<file path="src/rtl/c3lib_strap_pkg.sv">
// Shared types for the strap capture/override controller.
// State encoding is fixed at 2 bits so the state register is a plain 2-flop vector.
package c3lib_strap_pkg;

  typedef enum logic [1:0] {
    SETTLE = 2'd0,
    CAP_A  = 2'd1,
    CAP_B  = 2'd2,
    READY  = 2'd3
  } strap_state_t;

endpackage

</file>
<file path="src/rtl/c3lib_strap_cfg_ctrl.sv">
// Settle, double-sample and publish tie-cell straps; firmware override until sticky lock.
// First cfg_valid SETTLE_CYCLES+2 edges after reset; no backpressure, cap_req/ovr_wr_en are single-cycle strobes.
module c3lib_strap_cfg_ctrl
  import c3lib_strap_pkg::*;
#(
  parameter int WIDTH         = 8,
  parameter int SETTLE_CYCLES = 16
) (
  input  logic             clk,
  input  logic             rst,
  input  logic [WIDTH-1:0] strap_in,
  input  logic             cap_req,
  input  logic             ovr_wr_en,
  input  logic [WIDTH-1:0] ovr_wr_data,
  input  logic             ovr_lock,
  output logic [WIDTH-1:0] cfg_out,
  output logic             cfg_valid,
  output logic             cfg_src,
  output logic             busy,
  output logic             mismatch,
  output logic             locked
);

  localparam int CW = $clog2(SETTLE_CYCLES + 1);

  strap_state_t     state;
  logic [CW-1:0]    cnt;
  logic [WIDTH-1:0] shadow;

  assign busy = (state != READY);

  always_ff @(posedge clk or posedge rst) begin
    if (rst) begin
      state     <= SETTLE;
      cnt       <= '0;
      shadow    <= '0;
      cfg_out   <= '0;
      cfg_valid <= 1'b0;
      cfg_src   <= 1'b0;
      mismatch  <= 1'b0;
      locked    <= 1'b0;
    end else begin
      case (state)
        SETTLE: begin
          if (cnt == CW'(SETTLE_CYCLES - 1)) begin
            state <= CAP_A;
            cnt   <= '0;
          end else begin
            cnt <= cnt + CW'(1);
          end
        end
        CAP_A: begin
          shadow <= strap_in;
          state  <= CAP_B;
        end
        CAP_B: begin
          // Two samples one cycle apart must agree, otherwise wait a full settle window again.
          if (strap_in == shadow) begin
            cfg_out   <= strap_in;
            cfg_valid <= 1'b1;
            cfg_src   <= 1'b0;
            mismatch  <= 1'b0;
            state     <= READY;
          end else begin
            cnt   <= '0;
            state <= SETTLE;
          end
        end
        READY: begin
          if (!cfg_src && (strap_in != cfg_out))
            mismatch <= 1'b1;
          if (!locked) begin
            if (cap_req) begin
              cfg_valid <= 1'b0;
              cfg_src   <= 1'b0;
              state     <= SETTLE;
            end else if (ovr_wr_en) begin
              cfg_out  <= ovr_wr_data;
              cfg_src  <= 1'b1;
              mismatch <= 1'b0;
            end
          end
          if (ovr_lock && cfg_valid)
            locked <= 1'b1;
        end
        default: state <= SETTLE;
      endcase
    end
  end

endmodule

</file>
<file path="config.mk">
export PLATFORM = sky130hd
export DESIGN_NAME = c3lib_strap_cfg_ctrl
export DESIGN_NICKNAME = d
export VERILOG_FILES = /design/src/rtl/c3lib_strap_pkg.sv /design/src/rtl/c3lib_strap_cfg_ctrl.sv
export SDC_FILE = /design/constraint.sdc
export NUM_CORES = 1
export LEC_CHECK = 0
export CORE_ASPECT_RATIO = 1.2
export CORE_MARGIN = 4
export CORE_UTILIZATION = 30
export CTS_BUF_LIST = sky130_fd_sc_hd__clkbuf_16
export DETAILED_ROUTE_END_ITERATION = 7
export GPL_TIMING_DRIVEN = 0
export HOLD_SLACK_MARGIN = 0.15
export PLACE_DENSITY_LB_ADDON = 0.25
export SYNTH_ARGS = -nofsm -noshare
export SYNTH_HDL_FRONTEND = slang
export SYNTH_SLANG_ARGS = --single-unit
</file>
<file path="constraint.sdc">
create_clock -name clk -period 2.4 [get_ports clk]
set_input_delay 0.36 -clock clk [delete_from_list [all_inputs] [get_ports clk]]
set_output_delay 0.36 -clock clk [all_outputs]
set_load 0.02 [all_outputs]
</file>
==> metrics.txt <==
FF-to-FF End cfg_out[6]; drt wl/cell 14.2 µm; largest fanout on the critical path 9; RePlAce Congestion 0.735; Die H 82.6 µm; ant diodes 0; die area 0.00580 mm²; routed vias/inst 4.91; Hold Path Sink mismatch; Max Root-Sink Buffers 2; cell count after synthesis 118; initial core utilization 31.9%; initial antenna violation count 0; Seq pwr share 38.8%; DP Wirelength 2.29 mm; Placed Instances 207; P_leak 0.750 nW; startpoint of the worst hold path mismatch; status complete, no violations; worst path bufs/invs 3; first-pass GRT wire length 5.24 mm; Clock Power Share 18.0%; nets 178; layout cells sized above 1 11.0%; Slew HR 30.8%; cell mode on critical path buf_6; critical path class primary input to register; Slowest-stage cell, CP clkdlybuf4s50_1; I/O Buffers 33; f_max 468 MHz; hold slack 0.511 ns; syn nets 140; crit end category register; Comb pwr share 43.2%; switching share of power 34.6%; Sw Pwr 728 µW; vias in the first global route 1118; First-pass DRT Iterations 4; fin crit period 2.14 ns; R2R cell count 5; Max-cap violations 0; Final Max Slew Viols 0; CTS buffer count 3; Placeable Area 0.00436 mm²; critical path's largest stage delay 0.58 ns; Internal 1.38 mW; Final Non-Filler Cells 211; power per standard cell area 1120 mW/mm²; # H-tree levels 1; compound-cell area share of the yosys netlist 14.9%; Post-CTS Setup Repair Bufs 0; final setup violation count 0; die width 70.2 µm; synth-to-layout area growth 34.4%; skew final 0.00638 ns; clk slew on worst S/H paths 0.06 ns; hold depth 2; Post-synth EDFFs 0; final period utilization 89.1%; type of origin of the critical path primary input; IR drop worst, VDD 426 µV; Final TNS setup 0 ns; Adder-Cell Fraction of Synth Area 0.898%; Yosys cell types 36; Tot GR Track Use 11.4%; wirelength, routed 3.00 mm; Post-Syn Area per Cell 11.8 µm²; commonest non-fill, non-tap cell in the layout clkdlybuf4s50_1; RSZ-0062 raised after global routing false; Data arrival, critical path 2.34 ns; xor and xnor area share after synthesis 10.7%; row count 26; largest family of logic cells by synthesized area compound AO/OA/AOI/OAI gates; I/O Pins 34; synth warn 0; via count 1037; Mapped Area 0.00139 mm²; Initial DRC Count 34; mux cell area share after synthesis 8.00%; Overflow after GRT 0; worst-path cell chain clkdlybuf4s50_1, xnor2_1, nand4_1, or4b_1, buf_6, nand2b_4, buf_6, o221a_1; commonest non-fill, non-tap cells in the layout clkdlybuf4s50_1, dfrtp_1, xor2_1; Hold Path Class register to register; Root Buffer clkbuf_16; async set-or-reset flop fraction in the synthesized netlist 100%; actual slew at the worst max-slew pin 1.04 ns; Reg2Reg Setup Slack 0.43 ns; CTS tree done; Post-CTS Resized 0; hold_buf cts 0; clk_lat worst skew 0.26 ns; critical path's top delay family buffers and inverters; number of synthesized register bits 27; Final Hold Fails 0; DRC errors left 0; Clock Sink Count 27; Top FF cell, synth dfrtp_1; pin count of the biggest net entering global routing 28; sequential-to-total area share from yosys stat 48.5%; Post-Synth Simple-Gate Area 13.5%; CP required 2.60 ns; Reg-to-Reg Start locked; antenna-violating nets left 0; Util after Layout 42.9%
==> worst max path at each step <==
stage / from / end / slack, ns / cells after the start
floorplan: shadow[3] / cfg_out[3] / 0.69 / 7
global placement: strap_in[5] / cfg_out[1] / -0.004 / 8
detailed placement: strap_in[5] / cfg_out[4] / -0.02 / 8
CTS: strap_in[5] / cfg_out[6] / 0.26 / 8
global route: cap_req / cfg_out[4] / 0.16 / 6
finish: strap_in[5] / cfg_out[6] / 0.26 / 8
==> area by class of cell <==
class	instances	area, µm²
Tap cell	56	70.1
Clock inverter	1	3.75
Sequential cell	27	676
Multi-Input combinational cell	83	668
Inverter	4	15.0
Buffer	4	33.8
Clock buffer	3	75.1
Fill cell	425	2490
Timing Repair Buffer	33	330
==> sequential cells by signal, summed over array words and instances, names as in the netlist <==
register   count
shadow         8
cfg_out        8
cfg_valid      1
mismatch       1
locked         1
cnt            5
cfg_src        1
state          2
==> tightest hold or removal path, delay by kind of cell (launching register included) <==
family           cells  cell delay (ns)
flip-flops           1             0.34
AND/OR/NAND/NOR      2             0.13
==> metal layers <==
metal	global-route usage, %	up-vias	wire length [µm]
li1	-	505	-
met1	13.3	497	1310
met2	21.1	32	1500
met3	2.66	3	147
met4	3.45	0	41
met5	0	-	0
==> cell families after synthesis <==
group | after synthesis
buf+inv | 8
simple gates | 32
mux | 10
compound gates | 23
xor+xnor | 17
fa+ha+maj | 1
flops | 27
==> synthesized netlist by cell type (all sizes together) (2+ instances only) <==
cell type | n | share of area [%]
a22o | 2 | 1.3
a2bb2oi | 2 | 1.3
buf | 3 | 2.2
dfrtp | 27 | 49
inv | 4 | 1.1
mux2 | 9 | 7.3
nand2 | 5 | 1.3
nand2b | 10 | 5.0
nand3 | 2 | 0.72
nor2 | 3 | 0.81
nor3 | 2 | 0.72
nor4 | 3 | 1.3
o21ai | 2 | 0.72
o221a | 8 | 6.5
o2bb2ai | 2 | 1.3
or2 | 2 | 0.90
xnor2 | 7 | 4.4
xor2 | 10 | 6.3
==> through the flow <==
stage / cell area (µm²) / setup WS (ns) / total power [mW]
6_report: 1870 / 0.262 / 2.10
5_1_grt: 1870 / 0.159 / 2.26
4_1_cts: 1870 / 0.259 / 2.13
3_5_place_dp: 1790 / -0.0153 / 1.75
3_3_place_gp: 1790 / -0.00358 / 1.71
2_1_floorplan: 1390 / 0.693 / 1.41
==> power groups by stage <==
stage	registers, mW	clock network (mW)	logic, mW
2_1_floorplan	0.893	0	0.514
3_3_place_gp	0.812	0	0.900
3_5_place_dp	0.824	0	0.923
4_1_cts	0.818	0.389	0.925
5_1_grt	0.845	0.410	1.00
6_report	0.817	0.379	0.908
(Power assumes the default switching activity.)
